[src/rtl/gumnut_int_ctrl.sv]
// rtl/gumnut_int_ctrl.sv - eight-source interrupt controller on the gumnut port bus
//
// Optional feature: define GUMNUT_INT_SYNC_EN to put a two-flop synchronizer
// on every irq_i bit ahead of edge/level sampling (pending sets on the 3rd
// rising edge after an irq_i rise instead of the 1st).
//
// Ports:
//   clk_i       single clock, rising edge
//   rst_i       asynchronous active-low reset
//   irq_i[7:0]  interrupt sources (asynchronous to clk_i)
//   port_adr_i  port address from core
//   port_dat_i  port write data from core
//   port_we_i   port write strobe, one cycle per write
//   port_dat_o  read data, 8'h00 on address miss (OR-able onto core bus)
//   int_req_o   registered interrupt request to core
//   int_ack_i   interrupt acknowledge from core
//
// Registers at BASE_ADDR+0..+3: STATUS (pending, W1C), MASK, CAUSE
// ({valid,4'b0,idx}, write = end-of-interrupt), MODE (1 = edge, 0 = level).

module gumnut_int_ctrl #(
    parameter logic [7:0] BASE_ADDR = 8'hF0
) (
    input  logic       clk_i,
    input  logic       rst_i,
    input  logic [7:0] irq_i,
    input  logic [7:0] port_adr_i,
    input  logic [7:0] port_dat_i,
    input  logic       port_we_i,
    output logic [7:0] port_dat_o,
    output logic       int_req_o,
    input  logic       int_ack_i
);

    typedef enum logic [1:0] {IDLE, REQ, SERVICE} state_t;

    state_t     state, state_next;
    logic [7:0] pending, mask, mode, cause, cause_next;
    logic [7:0] src, src_prev, rise, clr, masked;
    logic [7:0] offset;
    logic       hit, wr_status, wr_mask, wr_cause, wr_mode;
    logic [2:0] low_idx;

    // BASE_ADDR <= 8'hFC, so any address below the base wraps to an
    // offset of at least 4 and misses; no separate lower-bound compare.
    assign offset    = port_adr_i - BASE_ADDR;
    assign hit       = (offset[7:2] == 6'd0);
    assign wr_status = port_we_i && hit && (offset[1:0] == 2'd0);
    assign wr_mask   = port_we_i && hit && (offset[1:0] == 2'd1);
    assign wr_cause  = port_we_i && hit && (offset[1:0] == 2'd2);
    assign wr_mode   = port_we_i && hit && (offset[1:0] == 2'd3);

`ifdef GUMNUT_INT_SYNC_EN
    logic [7:0] sync1, sync2;

    always_ff @(posedge clk_i or negedge rst_i) begin
        if (!rst_i) begin
            sync1    <= 8'h00;
            sync2    <= 8'h00;
            src_prev <= 8'h00;
        end else begin
            sync1    <= irq_i;
            sync2    <= sync1;
            src_prev <= sync2;
        end
    end

    assign src = sync2;
`else
    always_ff @(posedge clk_i or negedge rst_i) begin
        if (!rst_i) begin
            src_prev <= 8'h00;
        end else begin
            src_prev <= irq_i;
        end
    end

    assign src = irq_i;
`endif

    assign rise   = src & ~src_prev;
    assign clr    = wr_status ? port_dat_i : 8'h00;
    assign masked = pending & mask;

    // Edge bits: clear first, then OR in the new rise so a simultaneous
    // set beats the write-1-to-clear. Level bits simply track the source.
    always_ff @(posedge clk_i or negedge rst_i) begin
        if (!rst_i) begin
            pending <= 8'h00;
            mask    <= 8'h00;
            mode    <= 8'h00;
        end else begin
            pending <= (mode & ((pending & ~clr) | rise)) | (~mode & src);
            if (wr_mask) mask <= port_dat_i;
            if (wr_mode) mode <= port_dat_i;
        end
    end

    // Lowest-numbered enabled pending source has priority.
    always_comb begin
        low_idx = 3'd0;
        for (int i = 7; i >= 0; i--) begin
            if (masked[i]) low_idx = 3'(i);
        end
    end

    always_comb begin
        state_next = state;
        cause_next = cause;
        case (state)
            IDLE: begin
                if (masked != 8'h00) state_next = REQ;
            end
            REQ: begin
                // Withdrawn request wins over a same-cycle ack: nothing left to report.
                if (masked == 8'h00) begin
                    state_next = IDLE;
                end else if (int_ack_i) begin
                    cause_next = {1'b1, 4'b0000, low_idx};
                    state_next = SERVICE;
                end
            end
            SERVICE: begin
                if (wr_cause) begin
                    cause_next = {1'b0, cause[6:0]};
                    state_next = IDLE;
                end
            end
            default: state_next = IDLE;
        endcase
    end

    always_ff @(posedge clk_i or negedge rst_i) begin
        if (!rst_i) begin
            state     <= IDLE;
            cause     <= 8'h00;
            int_req_o <= 1'b0;
        end else begin
            state     <= state_next;
            cause     <= cause_next;
            int_req_o <= (state_next == REQ);
        end
    end

    always_comb begin
        port_dat_o = 8'h00;
        if (hit) begin
            case (offset[1:0])
                2'd0:    port_dat_o = pending;
                2'd1:    port_dat_o = mask;
                2'd2:    port_dat_o = cause;
                default: port_dat_o = mode;
            endcase
        end
    end

endmodule

[config.mk]
export PLATFORM = sky130hd
export DESIGN_NAME = gumnut_int_ctrl
export DESIGN_NICKNAME = d
export VERILOG_FILES = /design/src/rtl/gumnut_int_ctrl.sv
export SDC_FILE = /design/constraint.sdc
export NUM_CORES = 1
export LEC_CHECK = 0
export ABC_AREA = 1
export ABC_CLOCK_PERIOD_IN_PS = 1600
export BUFFER_PORTS_ARGS = -buffer_cell sky130_fd_sc_hd__buf_2
export CAP_MARGIN = 25
export CORE_AREA = 2 2 55 109
export CTS_BUF_LIST = sky130_fd_sc_hd__clkbuf_16
export CTS_CLUSTER_DIAMETER = 200
export CTS_CLUSTER_SIZE = 25
export DETAILED_ROUTE_END_ITERATION = 8
export DIE_AREA = 0 0 57 111
export PLACE_DENSITY = 0.55
export SLEW_MARGIN = 10
export SYNTH_ARGS = -nofsm -noshare
export SYNTH_HDL_FRONTEND = slang
export SYNTH_SLANG_ARGS = --single-unit
[constraint.sdc]
create_clock -name clk_i -period 1.6 [get_ports clk_i]
set_input_delay 0.08 -clock clk_i [delete_from_list [all_inputs] [get_ports clk_i]]
set_output_delay 0.08 -clock clk_i [all_outputs]
set_load 0.01 [all_outputs]
==> results.py <==
metrics = {
    "critical_path": {
        "worst-path-max-fanout": 4,
        "critical_path_class": "flip-flop to primary output",
        "path_cells": "nor2_1, nor4_1, buf_2",
        "cp_slowest_cell": "nor4_1",
        "cp-start-kind": "flip-flop",
        "critical-path-top-delay-family": "simple AND/OR/NAND/NOR gates",
        "critical_path_arrival_ns": 1.36,
        "critPathCaptureType": "primary output",
        "crit_buf_inv": 1,
        "required_ns": 1.52,
        "max_stage_delay_ns": 0.42,
    },
    "clock_network": {
        "numClockSinks": 39,
        "clock-root-buffer": "clkbuf_16",
        "post_cts_resized": 0,
        "insertion_delay_ns": 0.28,
        "cts-htree-levels": 2,
        "cts_tree": "yes",
        "cts_made_buffers": 5,
        "clk_pin_slew_ns": 0.06,
        "clock_path_buffers": 2,
        "postCtsSetupRepairBufs": 0,
    },
    "cells_and_area": {
        "area_delta_synth_final_pct": 26.76,
        "fin_nets": 311,
        "drive_gt1_frac": 0.2218,
        "stdcell_count": 345,
        "diodes": 0,
    },
    "power_and_ir_drop": {
        "p_int_uw": 1908,
        "p_sw_frac": 0.2412,
        "cellPowerDensity_nw_per_um2": 1050,
        "irDropWorstVdd_v": 0.0008460,
        "combinationalPowerShare": 0.124,
        "switchingPower_uw": 606.6,
        "clkPwrFrac": 0.438,
        "seq_power_share": 0.438,
        "p_leak_uw": 0.001254,
    },
    "floorplanning": {
        "die_w_um": 57,
        "dieArea_um2": 6327,
        "die_h_um": 111,
        "io_pins": 37,
        "num_rows": 39,
        "coreArea_um2": 5563,
        "start_util": 0.3396,
    },
    "timing": {
        "period_share": 0.8999,
        "fin_tns_setup_ns": 0,
        "maxSlewHeadroom": 0.6989,
        "period_needed_ns": 1.440,
        "setup_viol": 0,
        "tightest_slew_ns": 0.4517,
        "skew_ns": 0.004477,
        "hold_viol_final": 0,
        "rsz0062_at_grt": "false",
        "slew_violations": 0,
        "timing.fmax_ghz": 0.6945,
    },
    "synth": {
        "muxShareOfSynthArea": 0,
        "syn_avg_cell_area_um2": 8.179,
        "synth.top_cell.area_share": 0.5166,
        "synthesis.nets": 259,
        "ys_seq_area_frac": 0.5166,
        "synth-simple-area-share": 0.2940,
        "synth_top_family_by_area": "simple AND/OR/NAND/NOR gates",
        "yosysUniqueCellTypes": 23,
        "synth_top_cell_by_area": "dfrtp_1",
        "synth_compound_area_frac": 0.1417,
        "yosysMostFrequentCell": "nand2_1",
        "synth-main-ff-cell": "dfrtp_1",
        "synthArstFlopShare": 1.000,
        "yosysWarningCount": 0,
        "syn-instance-count": 231,
        "synth_common_cells": "86 x nand2_1, 39 x dfrtp_1, 27 x nor2_1",
        "synth-xor-area-share": 0,
        "synth_enable_flop_cells": 0,
        "synthTopCellsByArea": "dfrtp_1 52%, nand2_1 17%, nor2_1 5.4%",
        "syn-cell-area_um2": 1889,
        "synthAdderAreaFrac": 0,
        "ys_ff_latch": 39,
    },
    "route": {
        "firstDrtPassIters": 4,
        "ant_nets": 0,
        "vias": 1677,
        "first_iter_violations": 42,
        "vias_per_cell": 4.861,
        "drt-total-wl_mm": 4.575,
        "routedWlPerCell_um": 13.26,
        "route.detailed.drc": 0,
    },
    "global_route": {
        "grt_overflow_total": 0,
        "grt_start_max_net_pins": 20,
        "grt_pass1_vias": 1610,
        "grt_pass1_wl_mm": 7.700,
        "grt.total_usage": 0.1552,
        "grt_antenna_before_repair": 0,
    },
    "min_path": {
        "hold_path.class": "primary input to flip-flop",
    },
    "job": {
        "cap_violations": 0,
    },
    "placement": {
        "dpl.hpwl_mm": 3.302,
        "portBuffers": 36,
        "gp_congestion": 0.8690,
        "dp.cells": 327,
    },
    "run_status": {
        "status": "complete, no violations",
    },
}
-- repair_timing --
| action | in CTS | in global routing |
|---|---|---|
| hold endpoints to repair | 27 | 0 |
| setup endpoints to repair | 0 | 0 |
| hold buffers | 10 | 0 |
-- layout by cell type, fill, tap and decap left out --
master | synthesis | layout
nor4_1 | 4 | 4
o21ai_0 | 13 | 13
nand2_2 | 1 | 1
nand3_4 | 1 | 1
o21ai_2 | 8 | 8
o21bai_1 | 1 | 1
a311oi_1 | 3 | 3
nor2_1 | 27 | 27
buf_2 | 0 | 36
inv_1 | 14 | 14
clkbuf_16 | 0 | 5
bufinv_16 | 0 | 1
a21oi_1 | 8 | 8
nand2_1 | 86 | 86
nand4_1 | 1 | 1
dlygate4sd3_1 | 0 | 10
or2_2 | 1 | 1
o2111ai_1 | 1 | 1
dfrtp_1 | 39 | 39
clkinv_2 | 0 | 1
clkinv_1 | 0 | 1
buf_4 | 1 | 2
o21ai_1 | 10 | 10
inv_2 | 2 | 2
nor2_2 | 2 | 2
nand2_4 | 2 | 2
nand3_1 | 3 | 3
nor2_8 | 1 | 1
-- area by class of cell --
class | instances | area, um2
Fill cell | 586 | 3168
Sequential cell | 39 | 975.9
Multi-Input combinational cell | 173 | 823.3
Timing Repair Buffer | 48 | 295.3
Clock buffer | 5 | 125.1
Tap cell | 61 | 76.32
Inverter | 16 | 60.06
Clock inverter | 3 | 38.79
-- worst register-to-register path: stages, from the launching register on --
cell and delay, ns:
dfrtp_1 0.39, nand2_1 0.11, nand2_1 0.07, nor2_1 0.22
nand2_1 0.11, nand3_1 0.25, nor2_1 0.07, nand2_1 0.06
nand2_1 0.05
-- per-layer routing --
layer,global-route usage,share of wire,vias to the layer above
met5,0,0,-
met4,0.04806,0.015,0
met3,0.02800,0.044,10
met2,0.2536,0.49,54
met1,0.2056,0.45,761
li1,-,-,852
-- power groups by stage --
| stage | Combinational, uW | Clock [uW] | Sequential [uW] |
|---|---|---|---|
| 2_1_floorplan | 182 | 0 | 1110 |
| 3_3_place_gp | 287 | 0 | 1120 |
| 3_5_place_dp | 294 | 0 | 1120 |
| 4_1_cts | 315 | 1120 | 1100 |
| 5_1_grt | 358 | 1160 | 1110 |
| 6_report | 312 | 1100 | 1100 |
-- metrics by stage --
stage,instance area [um2],hold slack [ns],power (uW),util,setup slack [ns]
2_1_floorplan,1889,-0.2156,1291,-,0.4284
3_3_place_gp,2131,0.05046,1404,0.3830,0.1473
3_5_place_dp,2131,0.05132,1413,0.3830,0.1609
4_1_cts,2395,0.08763,2540,0.4305,0.1395
5_1_grt,2395,0.1076,2629,0.4305,0.003148
6_report,2395,0.08693,2515,0.4305,0.1602
-- final timing paths --
kind / depth (start not counted) / startpoint / endpoint / slack, ns
max: 3 / mode[5]$_DFFE_PN0P_ / port_dat_o[5] / 0.16
max reg2reg: 8 / mask[6]$_DFFE_PN0P_ / cause[0]$_DFFE_PN0P_ / 0.16
max in group asynchronous: 3 / rst_i / mode[7]$_DFFE_PN0P_ / 0.80
min: 3 / port_dat_i[0] / mode[0]$_DFFE_PN0P_ / 0.09
min in group asynchronous: 2 / rst_i / src_prev[1]$_DFF_PN0_ / 0.28
min reg2reg: 1 / state[0]$_DFF_PN0_ / state[0]$_DFF_PN0_ / 0.46
-- cell families after synthesis --
group	count (synthesis)
simple gates	129
compound gates	44
flops	39
buf+inv	19
-- registers in the layout, summed over array words and instances (netlist names) --
signal / cells
state: 2
int_req_o: 1
src_prev: 8
pending: 8
mode: 8
cause: 4
mask: 8
(Power assumes the default switching activity.)
